==> src/rtl/serial_subtractor.sv <==
// Bit-serial subtractor: diff = a - b - bin, one bit per clock, LSB first.
// One full-subtractor cell is reused every cycle with a registered borrow
// carried between bit slices. Operands are captured on start and the result
// is presented with a one-cycle done pulse.

// Single-bit full subtractor cell: d = x - y - bi, borrow-out bo.
module serial_subtractor_fs (
  input  logic i_x,
  input  logic i_y,
  input  logic i_bi,
  output logic o_d,
  output logic o_bo
);
  assign o_d  = i_x ^ i_y ^ i_bi;
  assign o_bo = (~i_x & i_y) | (~(i_x ^ i_y) & i_bi);
endmodule

module serial_subtractor #(
  parameter int WIDTH = 8
) (
  input  logic             clk,
  input  logic             rst_n,
  input  logic             start,
  input  logic [WIDTH-1:0] a,
  input  logic [WIDTH-1:0] b,
  input  logic             bin,
  output logic [WIDTH-1:0] diff,
  output logic             bout,
  output logic             busy,
  output logic             done
);
  localparam int CW = $clog2(WIDTH);
  localparam logic [CW-1:0] C_LAST = CW'(WIDTH - 1);

  typedef enum logic [1:0] {S_IDLE, S_SHIFT, S_DONE} state_t;

  state_t           r_state, w_next;
  logic [WIDTH-1:0] r_a_sr, r_b_sr, r_res_sr;
  logic [WIDTH-1:0] r_diff;
  logic [CW-1:0]    r_cnt;
  logic             r_brw, r_bout, r_busy, r_done;
  logic             w_d, w_bo, w_load, w_last;

  // The cell always looks at the current LSBs; its output is only used in SHIFT.
  serial_subtractor_fs u_cell (
    .i_x  (r_a_sr[0]),
    .i_y  (r_b_sr[0]),
    .i_bi (r_brw),
    .o_d  (w_d),
    .o_bo (w_bo)
  );

  assign w_load = (r_state == S_IDLE) && start;
  assign w_last = (r_state == S_SHIFT) && (r_cnt == C_LAST);

  // State register.
  always_ff @(posedge clk or negedge rst_n) begin
    if (!rst_n) r_state <= S_IDLE;
    else        r_state <= w_next;
  end

  // Next-state logic: start only matters in IDLE; DONE lasts exactly one cycle.
  always_comb begin
    w_next = r_state;
    case (r_state)
      S_IDLE:  if (start) w_next = S_SHIFT;
      S_SHIFT: if (r_cnt == C_LAST) w_next = S_DONE;
      S_DONE:  w_next = S_IDLE;
      default: w_next = S_IDLE;
    endcase
  end

  // Operand shifters, running borrow and slice counter.
  always_ff @(posedge clk or negedge rst_n) begin
    if (!rst_n) begin
      r_a_sr   <= '0;
      r_b_sr   <= '0;
      r_res_sr <= '0;
      r_brw    <= 1'b0;
      r_cnt    <= '0;
    end else if (w_load) begin
      r_a_sr <= a;
      r_b_sr <= b;
      r_brw  <= bin;
      r_cnt  <= '0;
    end else if (r_state == S_SHIFT) begin
      r_a_sr   <= {1'b0, r_a_sr[WIDTH-1:1]};
      r_b_sr   <= {1'b0, r_b_sr[WIDTH-1:1]};
      // New bit enters at the MSB so the first bit lands in bit 0 after WIDTH shifts.
      r_res_sr <= {w_d, r_res_sr[WIDTH-1:1]};
      r_brw    <= w_bo;
      r_cnt    <= r_cnt + CW'(1);
    end
  end

  // Visible outputs: busy/done flags and a result that only moves at completion.
  always_ff @(posedge clk or negedge rst_n) begin
    if (!rst_n) begin
      r_diff <= '0;
      r_bout <= 1'b0;
      r_busy <= 1'b0;
      r_done <= 1'b0;
    end else begin
      r_done <= 1'b0;
      if (w_load) begin
        r_busy <= 1'b1;
      end else if (w_last) begin
        r_busy <= 1'b0;
        r_done <= 1'b1;
        r_diff <= {w_d, r_res_sr[WIDTH-1:1]};
        r_bout <= w_bo;
      end
    end
  end

  assign diff = r_diff;
  assign bout = r_bout;
  assign busy = r_busy;
  assign done = r_done;
endmodule

==> config.mk <==
export PLATFORM = sky130hd
export DESIGN_NAME = serial_subtractor
export DESIGN_NICKNAME = d
export VERILOG_FILES = /design/src/rtl/serial_subtractor.sv
export SDC_FILE = /design/constraint.sdc
export NUM_CORES = 1
export LEC_CHECK = 0
export CAP_MARGIN = 15
export CORE_UTILIZATION = 33
export DETAILED_ROUTE_END_ITERATION = 10
export SKIP_LAST_GASP = 1
export SYNTH_ARGS = -nofsm -noshare
export SYNTH_HDL_FRONTEND = slang
export SYNTH_SLANG_ARGS = --single-unit
==> constraint.sdc <==
create_clock -name clk -period 2.25 [get_ports clk]
set_clock_uncertainty 0.2 [all_clocks]
set_input_delay 0.3375 -clock clk [delete_from_list [all_inputs] [get_ports clk]]
set_output_delay 0.3375 -clock clk [all_outputs]
set_load 0.05 [all_outputs]
### After elaboration in Yosys (flattened, before gate mapping)

Index checks and enable logic that the tools add are counted.

| word-level totals | value |
|---|---|
| register bits | 41 |
| logic and storage cells | 46 |

| operators by class | value |
|---|---|
| bitwise logic cells | 8 |
| reductions and logical operators | 8 |
| equal/unequal tests | 4 |
| mux-type cells | 15 |
| add/subtract/negate cells | 1 |

Operators by type and width:

| cell | number |
|---|---|
| $mux 8 | 4 |
| $mux 1 | 6 |
| $mux 3 | 2 |
| $reduce_and 2->1 | 3 |
| $mux 2 | 2 |
| $ne 2x2->1 const B | 2 |
| $pmux 2 s2 | 1 |
| $reduce_bool 2->1 | 2 |
| $add 3x1->3 const B | 1 |
| $eq 3x3->1 const B | 1 |
| $not 1->1 | 3 |
| $and 1x1->1 | 2 |
| $eq 2x1->1 const B | 1 |
| $logic_and 1x1->1 | 2 |
| $logic_not 2->1 | 1 |
| $xor 1x1->1 | 2 |
| $or 1x1->1 | 1 |

### Logic depth before layout (Yosys ltp)

| depth | value |
|---|---|
| word-level depth | 6 |
| gate-level depth with buffers | 6 |
| mapped depth without buffers | 5 |

### Modules after synthesis

Synthesis repeated with hierarchy kept, for this count alone.

| second synthesis, totals | value |
|---|---|
| cell total of the unflattened synthesis | 148 |
| area, all modules | 1744.2 sq um |

By module, submodules not included:

| module | seq. area each (sq um) | cells an instance | times used | area each (sq um) |
|---|---|---|---|---|
| serial_subtractor | 1001.0 | 144 | 1 | 1712.9 |
| serial_subtractor_fs | 0.0 | 4 | 1 | 31.3 |

### Worst setup path before layout

No wires, ideal clock.

| timing path | value |
|---|---|
| path type | reg2reg |
| from | register r_cnt[0] |
| to | register r_diff[2], in the netlist diff[2] |
| setup slack | 0.606 ns |
| cell stages (with the launch flop) | 6 |
| setup time | 0.125 ns |
| path buffers | 1 |
| period minus slack after synthesis | 1.644 ns |
| arrival | 1.319 ns |
| cells stage by stage | dfrtp_1 > ha_1 > ha_1 > nand3b_4 > buf_6 > mux2_2 |

| between the ends | value |
|---|---|
| cells in the longest elaborated chain, start to end | 3 |

Ends and longest elaborated chain:

| element | RTL line | text |
|---|---|---|
| start, declared | 40 | `logic [CW-1:0] r_cnt;` |
| start signal, assigned | 92 | `r_cnt <= r_cnt + CW'(1);` |
| $eq 3x3->1 | 54 | `assign w_last = (r_state == S_SHIFT) && (r_cnt == C_LAST);` |
| $logic_and 1x1->1 | 54 |  |
| $reduce_and 2->1 (no source line) | - |  |
| end signal, assigned | 110 | `r_diff <= {w_d, r_res_sr[WIDTH-1:1]};` |
| end, declared | 39 | `logic [WIDTH-1:0] r_diff;` |

No other way between the ends.
A chain may end at the register's enable or synchronous reset.

### Final worst setup path

| timing path | value |
|---|---|
| from | register r_busy, in the netlist busy |
| to | output busy |

RTL lines:

| element | RTL line | text |
|---|---|---|
| start, declared | 41 | `logic r_brw, r_bout, r_busy, r_done;` |
| start signal, assigned | 101 | `r_busy <= 1'b0;` |
| start signal, assigned | 106 | `r_busy <= 1'b1;` |
| start signal, assigned | 108 | `r_busy <= 1'b0;` |
| end, declared | 29 | `output logic busy,` |

No word-level cell between the ends.

==> metrics.md <==
| Metric | Value |
|---|---|
| RR Startpoint | r_state[1]$_DFFE_PN0P_ |
| PnR worst setup slack | 0.241 ns |
| Arrival @ worst endpoint | 1.47 ns |
| Post-route DRC | 0 |
| RSZ-0062 raised after global routing | false |
| Worst Path Max Fanout | 3 |
| Req. time, crit path | 1.71 ns |
| Row cnt | 25 |
| # clock sinks | 40 |
| Post-Syn Area | 1730 um2 |
| Placed Area | 2070 um2 |
| I/O pins | 31 |
| Setup TNS Final | 0 ns |
| Vias in the first global route | 1271 |
| PostCTS Resize Cnt | 0 |
| Core area | 4880 um2 |
| Avg Synthesized Cell Area | 11.5 um2 |
| Post-Synth Adder-Cell Area | 2.61% |
| Post-synthesis compound-gate area fraction | 17.9% |
| Hold Crit Start | r_res_sr[1]$_DFFE_PN0P_ |
| Mapped Cells | 150 |
| Worst r2r path cells | 3 |
| Sequential fraction of the synthesis area | 58.0% |
| Fin. Hold Viols | 0 |
| Largest net degree at the start of global routing | 41 |
| P_leak | 0.963 nW |
| Min-delay worst type | reg2reg |
| P per Cell Area | 1450 nW/um2 |
| Die area | 5520 um2 |
| Num CTS Buffers | 5 |
| Layout fillers | 501 |
| Critical path cell sequence | clkdlybuf4s50_1 |
| Crit Path Class | reg2out |
| Period minus WS final | 2.01 ns |
| Grt total ovfl | 0 |
| Initial core utilization | 35.4% |
| Slack of the worst reg-to-reg path | 0.52 ns |
| Most frequent cells in the layout | 40 x dfrtp_1, 29 x clkdlybuf4s50_1, 24 x nand2_1 |
| Synthesized Nets | 173 |
| Post-synthesis mux area share | 5.22% |
| Clock buffer depth | 2 |
| Largest stage delay, worst path | 0.81 ns |
| VDD IR-drop max | 0.533 mV |
| Final period utilization | 89.3% |
| Crit end category | output pin |
| Hold EP | r_res_sr[1]$_DFFE_PN0P_ |
| Worst hold path depth | 2 |
| CP top delay family | buffers and inverters |
| Post-DP HPWL | 2.40 mm |
| Initial antenna violation count | 0 |
| Ant. Diodes | 0 |
| FF-to-FF End | r_b_sr[7]$_DFFE_PN0P_ |
| Startpoint types | flip-flop |
| Remaining antenna violation count | 0 |
| Synth Area in XOR/XNOR | 0% |
| Combinational family with the most area after synthesis | compound AO/OA/AOI/OAI gates |
| Outcome | completed |
| Nets@finish | 205 |
| Die Width | 74.3 um |
| CTS Root Buffer Type | clkbuf_8 |
| Via-to-Cell Ratio | 4.93 |
| Global placer's final weighted congestion | 0.795 |
| 1st-pass router iterations | 6 |
| Tot GR Track Use | 14.7% |
| Synth Register Bits | 40 |
| Synth Warn # | 0 |
| Slew Limit Headroom | 67.0% |
| Die H | 74.3 um |
| Final count of negative-setup-slack endpoints | 0 |
| Number of H-tree levels | 2 |
| Max-Cap Viols | 0 |
| Routed wire length | 3.41 mm |
| Clock Latency Late Sink | 0.29 ns |
| Port bufs | 30 |
| Netlist cell types | 25 |
| FMAX | 498 MHz |
| Initial drt markers | 57 |
| CTS tree | yes |
| Worst-margin pin slew | 0.494 ns |
| Via Count | 1227 |
| First-pass GRT wire length | 5.98 mm |
| Growth of design area from synthesis to finish | 25.2% |
| WL/cell | 13.7 um |
| Crit path max-delay cell type | clkdlybuf4s50_1 |
| Commonest non-fill, non-tap cell in the layout | dfrtp_1 |
| Share of layout cells above drive strength 1 | 13.2% |
| Finished layout cell area | 2160 um2 |
| Buf/Inv on CP | 1 |
| Final Max Slew Viols | 0 |
| Reg clk slew, reported paths | 0.07 ns |
| Synth Area in Simple Gates | 10.8% |
| Pre-CTS setup slack | 0.389 ns |
-- flip-flops by register name, indices dropped and copies added, names as in the netlist --
| name | count |
|---|---|
| bout | 1 |
| busy | 1 |
| diff | 8 |
| done | 1 |
| r_a_sr | 8 |
| r_b_sr | 8 |
| r_brw | 1 |
| r_cnt | 3 |
| r_res_sr | 7 |
| r_state | 2 |
-- cell usage after synthesis --
master / n / area, um2
mux2_2: 8 / 90.1
dfrtp_1: 40 / 1000
buf_6: 3 / 33.8
a2bb2oi_1: 6 / 52.6
a22o_1: 3 / 26.3
buf_2: 3 / 15.0
nand3b_4: 1 / 20.0
o21ai_0: 6 / 30.0
o22ai_1: 18 / 113
nand2b_1: 2 / 12.5
a21oi_1: 8 / 40.0
nor2_1: 5 / 18.8
buf_4: 2 / 15.0
inv_1: 7 / 26.3
nor2_2: 1 / 6.26
clkbuf_1: 1 / 3.75
a221oi_2: 1 / 15.0
nand2_1: 24 / 90.1
nand3b_1: 2 / 15.0
nor2b_1: 2 / 12.5
or2b_4: 1 / 11.3
ha_1: 2 / 25.0
a32o_1: 1 / 10.0
fa_1: 1 / 20.0
o221a_2: 2 / 22.5
-- where the power goes --
group	leakage, nW	internal, W	total, W	switching [W]
combinational	0.446	0.000613	0.00140	0.000790
clock	0.0410	0.000211	0.000439	0.000228
sequential	0.477	0.00105	0.00129	0.000236
-- area by class of cell --
| cell class | count | area [um2] | share of cell area, % |
|---|---|---|---|
| sequential | 40 | 1000 | 46.3 |
| multi-input combinational | 94 | 631 | 29.2 |
| timing repair buffer | 34 | 340 | 15.8 |
| tap | 67 | 83.8 | 3.88 |
| clock buffer | 6 | 72.6 | 3.36 |
| inverter | 7 | 26.3 | 1.22 |
| clock inverter | 1 | 5.00 | 0.232 |
-- worst max-delay path by stage --
stage,startpoint,cells after the start,end
detailed placement,start,4,r_a_sr[1]$_DFFE_PN0P_
floorplan,r_cnt[0]$_DFFE_PN0P_,5,diff[2]$_DFFE_PN0P_
global route,busy$_DFFE_PN0P_,1,busy
CTS,busy$_DFFE_PN0P_,1,busy
finish,busy$_DFFE_PN0P_,1,busy
global placement,start,4,r_brw$_DFFE_PN0P_
-- routing by layer --
| metal | vias to the layer above | global-route usage, % | part of all wire (%) |
|---|---|---|---|
| met5 | - | 0 | 0 |
| met4 | 0 | 5.03 | 1.5 |
| met3 | 6 | 5.01 | 4.5 |
| met2 | 32 | 23.8 | 46 |
| met1 | 589 | 18.5 | 48 |
| li1 | 600 | - | - |
-- per-stage QoR --
step | hold slack (ns) | std cells | power [W] | util, %
after global placement | 0.122 | 241 | 0.00267 | 42.5
after floorplan | -0.158 | 150 | 0.00234 | -
after detailed placement | 0.126 | 241 | 0.00273 | 42.5
after CTS | 0.281 | 249 | 0.00318 | 44.3
after global routing | 0.315 | 249 | 0.00340 | 44.3
final | 0.276 | 249 | 0.00313 | 44.3
-- cells by family (layout without fill, tap and decap cells) --
kind of cell / after synthesis / count (layout)
AND/OR/NAND/NOR: 38 / 38
buffers and inverters: 16 / 48
AO/OA/AOI/OAI: 45 / 45
flip-flops: 40 / 40
adder cells (fa/ha/maj): 3 / 3
multiplexers: 8 / 8
-- timing repair --
action	CTS	global route
hold buffers	1	0
buffers inserted	0	0
endpoints found under the hold margin	40	0
Power figures use the tool's default switching activity.
